`src/rtl/draw_scheduler.sv`:
```
// Command FIFO and job sequencer for the fill-screen and circle engines.
// Runs one engine job at a time and muxes the active engine onto the VGA pixel port.
module draw_scheduler #(
    parameter int unsigned DEPTH          = 4,
    parameter bit          CLEAR_ON_RESET = 1'b1
) (
    input  logic                     clk,
    input  logic                     rst,
    input  logic                     cmd_valid,
    output logic                     cmd_ready,
    input  logic [2:0]               cmd_colour,
    input  logic [7:0]               cmd_cx,
    input  logic [6:0]               cmd_cy,
    input  logic [7:0]               cmd_r,
    input  logic                     clear_req,
    output logic                     fill_start,
    input  logic                     fill_done,
    input  logic [7:0]               fill_x,
    input  logic [6:0]               fill_y,
    input  logic [2:0]               fill_colour,
    input  logic                     fill_plot,
    output logic                     circ_start,
    input  logic                     circ_done,
    output logic [2:0]               circ_colour,
    output logic [7:0]               circ_cx,
    output logic [6:0]               circ_cy,
    output logic [7:0]               circ_r,
    input  logic [7:0]               circ_x,
    input  logic [6:0]               circ_y,
    input  logic [2:0]               circ_vcolour,
    input  logic                     circ_plot,
    output logic [7:0]               vga_x,
    output logic [6:0]               vga_y,
    output logic [2:0]               vga_colour,
    output logic                     vga_plot,
    output logic                     busy,
    output logic [$clog2(DEPTH):0]   count
);

    localparam int unsigned AW = $clog2(DEPTH);
    localparam int unsigned CW = AW + 1;
    localparam int unsigned EW = 26;

    typedef enum logic [2:0] {
        IDLE, LOAD, CLR_RUN, CLR_ACK, CIRC_RUN, CIRC_ACK
    } state_t;

    state_t          state_q, state_d;
    logic [EW-1:0]   mem_q [DEPTH];
    logic [EW-1:0]   mem_d [DEPTH];
    logic [AW-1:0]   wr_ptr_q, wr_ptr_d;
    logic [AW-1:0]   rd_ptr_q, rd_ptr_d;
    logic [CW-1:0]   count_q, count_d;
    logic            clear_req_q, clear_req_d;
    logic            clear_pend_q, clear_pend_d;
    logic [2:0]      circ_colour_q, circ_colour_d;
    logic [7:0]      circ_cx_q, circ_cx_d;
    logic [6:0]      circ_cy_q, circ_cy_d;
    logic [7:0]      circ_r_q, circ_r_d;
    logic            clr_take;
    logic            push;
    logic            pop;
    logic [EW-1:0]   head;

    // State register and datapath flops
    always_ff @(posedge clk or posedge rst) begin
        if (rst) begin
            state_q       <= IDLE;
            wr_ptr_q      <= '0;
            rd_ptr_q      <= '0;
            count_q       <= '0;
            clear_req_q   <= 1'b0;
            clear_pend_q  <= CLEAR_ON_RESET;
            circ_colour_q <= '0;
            circ_cx_q     <= '0;
            circ_cy_q     <= '0;
            circ_r_q      <= '0;
        end else begin
            state_q       <= state_d;
            wr_ptr_q      <= wr_ptr_d;
            rd_ptr_q      <= rd_ptr_d;
            count_q       <= count_d;
            clear_req_q   <= clear_req_d;
            clear_pend_q  <= clear_pend_d;
            circ_colour_q <= circ_colour_d;
            circ_cx_q     <= circ_cx_d;
            circ_cy_q     <= circ_cy_d;
            circ_r_q      <= circ_r_d;
        end
    end

    // Storage is not reset; pointers and count define what is valid
    always_ff @(posedge clk) begin
        mem_q <= mem_d;
    end

    // Next-state logic; a pending clear wins over queued circles
    always_comb begin
        state_d  = state_q;
        clr_take = 1'b0;
        case (state_q)
            IDLE: begin
                if (clear_pend_q) begin
                    state_d  = CLR_RUN;
                    clr_take = 1'b1;
                end else if (count_q != '0) begin
                    state_d = LOAD;
                end
            end
            LOAD:     state_d = CIRC_RUN;
            CLR_RUN:  if (fill_done)  state_d = CLR_ACK;
            CLR_ACK:  if (!fill_done) state_d = IDLE;
            CIRC_RUN: if (circ_done)  state_d = CIRC_ACK;
            CIRC_ACK: if (!circ_done) state_d = IDLE;
            default:  state_d = IDLE;
        endcase
    end

    // FIFO, clear tracking and job parameter registers
    always_comb begin
        push          = cmd_valid && cmd_ready;
        pop           = (state_q == LOAD);
        head          = mem_q[rd_ptr_q];
        mem_d         = mem_q;
        wr_ptr_d      = wr_ptr_q;
        rd_ptr_d      = rd_ptr_q;
        circ_colour_d = circ_colour_q;
        circ_cx_d     = circ_cx_q;
        circ_cy_d     = circ_cy_q;
        circ_r_d      = circ_r_q;
        if (push) begin
            mem_d[wr_ptr_q] = {cmd_colour, cmd_cx, cmd_cy, cmd_r};
            wr_ptr_d        = wr_ptr_q + AW'(1);
        end
        if (pop) begin
            rd_ptr_d      = rd_ptr_q + AW'(1);
            circ_colour_d = head[25:23];
            circ_cx_d     = head[22:15];
            circ_cy_d     = head[14:8];
            circ_r_d      = head[7:0];
        end
        count_d = count_q + CW'(push) - CW'(pop);
        // The request is registered once, so a new pulse arriving during a clear re-arms it
        clear_req_d  = clear_req;
        clear_pend_d = clear_req_q || (clear_pend_q && !clr_take);
    end

    // Engine starts, pixel mux and status outputs from current state
    always_comb begin
        fill_start = 1'b0;
        circ_start = 1'b0;
        vga_x      = '0;
        vga_y      = '0;
        vga_colour = '0;
        vga_plot   = 1'b0;
        case (state_q)
            CLR_RUN: begin
                fill_start = 1'b1;
                vga_x      = fill_x;
                vga_y      = fill_y;
                vga_colour = fill_colour;
                vga_plot   = fill_plot;
            end
            CIRC_RUN: begin
                circ_start = 1'b1;
                vga_x      = circ_x;
                vga_y      = circ_y;
                vga_colour = circ_vcolour;
                vga_plot   = circ_plot;
            end
            default: ;
        endcase
        busy      = (state_q != IDLE);
        cmd_ready = (count_q < CW'(DEPTH));
    end

    assign count       = count_q;
    assign circ_colour = circ_colour_q;
    assign circ_cx     = circ_cx_q;
    assign circ_cy     = circ_cy_q;
    assign circ_r      = circ_r_q;

endmodule

```
`config.mk`:
```
export PLATFORM = sky130hd
export DESIGN_NAME = draw_scheduler
export DESIGN_NICKNAME = d
export VERILOG_FILES = /design/src/rtl/draw_scheduler.sv
export SDC_FILE = /design/constraint.sdc
export NUM_CORES = 1
export LEC_CHECK = 0
export CAP_MARGIN = 25
export CORE_MARGIN = 4
export CORE_UTILIZATION = 31
export DETAILED_ROUTE_END_ITERATION = 8
export PLACE_DENSITY = 0.62
export SLEW_MARGIN = 20
export SYNTH_ARGS = -nofsm -noshare
export SYNTH_HDL_FRONTEND = slang
export SYNTH_SLANG_ARGS = --single-unit
```
`constraint.sdc`:
```
create_clock -name clk -period 2.2 [get_ports clk]
set_clock_uncertainty 0.05 [all_clocks]
set_input_delay 0.22 -clock clk [delete_from_list [all_inputs] [get_ports clk]]
set_output_delay 0.22 -clock clk [all_outputs]
set_load 0.01 [all_outputs]
```
==> results of run 1 <==
[cells in the mapped netlist]
master	instances
clkbuf_1	5
a21oi_1	1
nand2b_1	1
xnor2_1	4
nand2_1	3
mux2_2	8
buf_6	1
fa_1	1
or3_1	1
a22o_1	19
nor3b_1	1
ha_1	5
nor2_1	1
a21o_1	1
mux4_2	18
edfxtp_1	104
inv_1	7
mux4_1	8
nor3b_2	1
a211oi_1	1
mux2_4	18
nor2b_1	4
o311ai_0	1
dfrtp_1	37
and3_1	1
nand3b_1	2
xor2_1	2
nand3_1	1
and2_1	5
nor4_1	1
dfstp_2	1
buf_2	6
o21ai_0	2
buf_12	2
[cell families (layout without fill, tap and decap cells)]
| kind of cell | count (synthesis) | after routing | share of synthesized area, % |
|---|---|---|---|
| multiplexers | 52 | 52 | 17.26 |
| XOR/XNOR | 6 | 6 | 0.9294 |
| adder cells (fa/ha/maj) | 6 | 6 | 1.461 |
| AO/OA/AOI/OAI | 25 | 25 | 3.629 |
| buffers and inverters | 21 | 190 | 2.235 |
| flip-flops | 142 | 142 | 72.07 |
| AND/OR/NAND/NOR | 22 | 22 | 2.412 |
[path summary, 6_finish.rpt]
kind / startpoint / to
worst max-delay path: state_q[0]$_DFFE_PP0P_ / circ_start
worst min-delay path: rst / circ_cy[1]$_DFFE_PP0N_
worst max register to register: state_q[1]$_DFFE_PP0P_ / count[2]$_DFF_PP0_
worst min register to register: clear_req_q$_DFF_PP0_ / clear_pend_q$_DFF_PP1_
max in group asynchronous: rst / state_q[1]$_DFFE_PP0P_
min in group clk: clear_req / clear_req_q$_DFF_PP0_
[worst max-delay path, delay by kind of cell (launching register included)]
family                 cells  cell delay [ns]
flip-flops                 1             0.45
buffers and inverters      2             0.72
AND/OR/NAND/NOR            1             0.25
[registers in the layout, summed over array words and instances, names as in the netlist]
signal and count:
rd_ptr_q 2, state_q 3, circ_colour 3, mem_q 104, clear_pend_q 1, circ_cy 7
wr_ptr_q 2, clear_req_q 1, count 3, circ_cx 8, circ_r 8
[area by class of cell]
class                   instances  area (um2)  share of cell area (%)
well taps                     229       286.5                   3.613
inverters                       7       26.28                  0.3313
multi-input cells             111        1480                   18.67
clock inverters                11       187.7                   2.367
clock buffers                  21       450.4                   5.680
flip-flops and latches        142        4080                   51.45
repair buffers                151        1419                   17.89
[repair_timing]
item | in CTS | in global routing
gates cloned | 1 | 1
gates resized for setup | 28 | 2
pin swaps | 1 | 1
setup endpoints to repair | 21 | 2
buffers inserted | 3 | 2
[stage by stage]
step / power (mW) / utilization (%)
5_1_grt: 11.31 / 44.15
6_report: 10.69 / 44.15
2_1_floorplan: 6.084 / -
4_1_cts: 10.84 / 43.99
3_3_place_gp: 7.629 / 40.31
3_5_place_dp: 7.730 / 40.31
[report_power, final]
group          internal, mW  leakage (nW)  switching [mW]  total [mW]
clock                  2.04         0.305            1.02        3.06
combinational          2.19          1.30            1.53        3.72
sequential             3.55          1.39           0.365        3.91
[routing by layer]
metal	global-route usage, %	share of wire (%)	wire length, um	vias up
met2	21.64	52	6482	94
met4	4.952	0.80	99	0
met5	0	0	0	-
met3	3.952	6.8	843	9
met1	14.58	40	4966	1574
li1	-	-	-	1410
==> results.json, run 1 <==
{
  "status": "finished clean",
  "die_y_um": 143.1,
  "finalSetupViolations": 0,
  "drc_errors": 0,
  "drt_wl_total_um": 12390,
  "tns_ns": 0,
  "rsz0062_at_grt": "no",
  "avgRoutedWirePerCell_um": 18.44,
  "layout_common_cells": "edfxtp_1 (104), clkdlybuf4s50_1 (100), dfrtp_1 (33)",
  "place.port_buffers": 121,
  "postCtsHoldBufs": 0,
  "critPathLaunchType": "flop",
  "dp_cells": 633,
  "worstPathArrival_ns": 1.83,
  "vias": 3087,
  "synth_nets": 350,
  "finalCritPeriodShare_pct": 95.39,
  "antenna_found_initial": 0,
  "final_cells": 672,
  "ant_nets": 0,
  "worst-r2r-cell-count": 8,
  "core-area_um2": 17960,
  "cts_tree": "built",
  "final_common_cell": "edfxtp_1",
  "cts.sinks": 142,
  "n_antenna_cell": 0,
  "hp-class": "input port to async pin",
  "gp_congestion": 0.6634,
  "final_area_um2": 7930,
  "fmax_mhz": 476.5,
  "yosys.area.top_type": "edfxtp_1",
  "grt_pass1_wl_um": 18910,
  "dpl_cell_area_um2": 7242,
  "hold_ws_ns": 0.2064,
  "synth_top_area_share_pct": 55.23,
  "drt_first_pass_iters": 4,
  "num_rows": 49,
  "gr-total-overflow": 0,
  "worst_slew_pin_slew_ns": 0.5487,
  "ir_drop_uv": 639.8,
  "fin_crit_ns": 2.099,
  "clock_path_buffers": 2,
  "cap_violations": 0,
  "r2r_slack_ns": 0.15,
  "netlist_instances": 274,
  "ys_warn_count": 0,
  "fin_ws_ns": 0.1015,
  "relSlewSlack_pct": 63.42,
  "hpwlAfterDp_um": 8420,
  "cts-root-buf": "clkbuf_16",
  "grt_max_degree": 39,
  "dp_slack_ns": 0.05769,
  "synth.distinct_cells": 34,
  "worst_ep_required_time_ns": 1.93,
  "pin_count": 122,
  "crit_fanout": 10,
  "h-tree-depth": 4,
  "endpoint_kind": "primary output",
  "final_nets": 506,
  "grt_pass1_vias": 3377,
  "initial_core_util_pct": 31.48,
  "hold_viol_final": 0,
  "slowest_stage": "clkdlybuf4s50_1",
  "path_class": "flop to primary output",
  "die_w_um": 143.1,
  "numCtsBuffers": 17,
  "die-area_um2": 20460,
  "area_delta_synth_final_pct": 40.25,
  "p_leak_nw": 2.991,
  "power.density_nw_per_um2": 1348,
  "slew_viol_final": 0,
  "syn_area_um2": 5654,
  "worstSkewPairLatency_ns": 0.41,
  "crit_chain": "nor3b_4, buf_6, clkdlybuf4s50_1",
  "fill_cells": 1555,
  "synthTopCellsByArea": "edfxtp_1 (55%), dfrtp_1 (16%), mux4_2 (7.2%), mux2_4 (4.8%), mux4_1 (3.7%)",
  "drt_iter0_drc": 159,
  "clk_pin_slew_worst_paths_ns": 0.06,
  "drive_above_1_share_pct": 26.19,
  "max_stage_delay_ns": 0.54,
  "routed_via_density": 4.594,
  "grt_usage_pct": 12.54,
  "ys_seq_elements": 142,
  "avgSynthCellArea_um2": 20.64,
  "ys_seq_area_share_pct": 72.07
}
No activity file was read; power rests on OpenSTA's default activity.
==> run 2: changes to the inputs <==
--- a/config.mk
+++ b/config.mk
@@ -8,8 +8,10 @@
 export CAP_MARGIN = 25
 export CORE_MARGIN = 4
 export CORE_UTILIZATION = 31
+export CTS_BUF_LIST = sky130_fd_sc_hd__clkbuf_8
 export DETAILED_ROUTE_END_ITERATION = 8
 export PLACE_DENSITY = 0.62
+export RECOVER_POWER = 50
 export SLEW_MARGIN = 20
 export SYNTH_ARGS = -nofsm -noshare
 export SYNTH_HDL_FRONTEND = slang
==> run 2 against run 1 <==
Net effect:
- critical path depth rose by 1
- global-route usage grew 0.066 points
- power down 6.8%
- register-to-register slack about the same
- maximum frequency rose by 1.0%
- final cell count is 0.30% higher
- flip-flop and latch count unchanged
- routed wire length grew 0.46%
- utilization decreased by 0.96 points
- clock power is 25% lower
==> results.json, run 2 (synthesized netlist as in run 1, its figures left out) <==
{
  "path_class": "flop to primary output",
  "pin_count": 122,
  "ant_nets": 0,
  "fill_cells": 1570,
  "hold_ws_ns": 0.2899,
  "place.port_buffers": 121,
  "crit_fanout": 5,
  "die-area_um2": 20460,
  "worst_ep_required_time_ns": 1.93,
  "slew_viol_final": 0,
  "regMostFlops": "mem_q",
  "fin_crit_ns": 2.078,
  "p_leak_nw": 2.932,
  "grt_pass1_wl_um": 18990,
  "h-tree-depth": 4,
  "final_common_cell": "edfxtp_1",
  "dp_cells": 633,
  "worst_slew_pin_slew_ns": 1.053,
  "gr-total-overflow": 0,
  "fmax_mhz": 481.3,
  "clock_path_buffers": 2,
  "drt_wl_total_um": 12450,
  "cap_violations": 0,
  "avgRoutedWirePerCell_um": 18.47,
  "hpwlAfterDp_um": 8420,
  "antenna_found_initial": 1,
  "drc_errors": 0,
  "numCtsBuffers": 17,
  "drive_above_1_share_pct": 26.80,
  "relSlewSlack_pct": 29.79,
  "critPathLaunchType": "flop",
  "cts.sinks": 142,
  "finalSetupViolations": 0,
  "drt_first_pass_iters": 4,
  "drt_iter0_drc": 166,
  "largest_register_ffs": 104,
  "grt_pass1_vias": 3365,
  "power.density_nw_per_um2": 1284,
  "layout_common_cells": "edfxtp_1 (104), clkdlybuf4s50_1 (71), dfrtp_1 (33)",
  "clk_pin_slew_worst_paths_ns": 0.08,
  "worstPathArrival_ns": 1.81,
  "cts_tree": "built",
  "final_nets": 507,
  "grt_max_degree": 39,
  "cts-root-buf": "clkbuf_8",
  "hp-class": "input port to flop",
  "gp_congestion": 0.6634,
  "routed_via_density": 4.579,
  "num_rows": 49,
  "finalCritPeriodShare_pct": 94.44,
  "hold_viol_final": 0,
  "initial_core_util_pct": 31.48,
  "grt_usage_pct": 12.61,
  "core-area_um2": 17960,
  "endpoint_kind": "primary output",
  "vias": 3086,
  "status": "finished clean",
  "rsz0062_at_grt": "yes",
  "die_y_um": 143.1,
  "ir_drop_uv": 463.1,
  "tns_ns": 0,
  "die_w_um": 143.1,
  "area_delta_synth_final_pct": 37.20,
  "final_cells": 674,
  "power_mw": 9.961,
  "worstSkewPairLatency_ns": 0.44
}
## run 2: cell count changes in the layout (fill, tap and decap cells not counted), sizes merged
cell	before	now
clkdlybuf4s50	100	71
dlygate4sd3	0	28
inv	8	10
buf	30	29
clkbuf	21	20
clkinv	3	4
diode	0	1
dlygate4sd2	20	21
## run 2: what timing repair did
item                       CTS  global route
pin swaps                    0             6
gates cloned                 2             1
setup buffers                6             0
resized for setup           30             8
setup endpoints to repair   22            25
hold buffers                 0             0
## run 2: power by group
group          leakage, nW  switching (mW)  internal [mW]  total, mW
combinational         1.31            1.54           2.20       3.73
clock                0.230           0.947           1.36       2.31
sequential            1.39           0.373           3.54       3.92
total                 2.93            2.86           7.10       9.96
## run 2: final cells by class
type	count	area, um2	area share [%]
clock buffer	18	247.7	3.194
antenna	1	2.502	0.03226
multi-input combinational	111	1493	19.24
inverter	7	26.28	0.3387
timing repair buffer	152	1423	18.34
clock inverter	14	198.9	2.565
tap	229	286.5	3.694
sequential	142	4080	52.60
## run 2: through the flow
| stage | util [%] | setup WS, ns | cell area, um2 |
|---|---|---|---|
| finish | 43.18 | 0.1223 | 7757 |
| global route | 43.18 | -0.01973 | 7757 |
| CTS | 43.10 | 0.01984 | 7742 |
| detailed placement | 40.31 | 0.05769 | 7242 |
| global placement | 40.31 | 0.1343 | 7242 |
| floorplan | - | 0.1425 | 5654 |
## run 2: layer usage
| metal | GRT usage (%) | share of wire, % | vias to the layer above |
|---|---|---|---|
| met2 | 21.71 | 51 | 93 |
| met5 | 0 | 0 | - |
| met1 | 14.74 | 41 | 1566 |
| li1 | - | - | 1417 |
| met3 | 3.918 | 6.3 | 10 |
| met4 | 4.952 | 1.2 | 0 |
## run 2: worst paths after layout
path | from | cells past startpoint | end | slack [ns]
max | state_q[0]$_DFFE_PP0P_ | 4 | vga_y[1] | 0.12
max in group asynchronous | rst | 3 | state_q[1]$_DFFE_PP0P_ | 0.88
max reg2reg | state_q[2]$_DFFE_PP0P_ | 8 | count[2]$_DFF_PP0_ | 0.15
min | clear_req | 1 | clear_req_q$_DFF_PP0_ | 0.29
min reg2reg | clear_req_q$_DFF_PP0_ | 1 | clear_pend_q$_DFF_PP1_ | 0.38
min in group asynchronous | rst | 3 | circ_cy[1]$_DFFE_PP0N_ | 0.50
## run 2: worst max-delay path, stage by stage, from the launching register on
cell,delay [ns]
dfrtp_2,0.46
nor3b_4,0.27
buf_2,0.22
a22o_1,0.15
dlygate4sd2_1,0.26
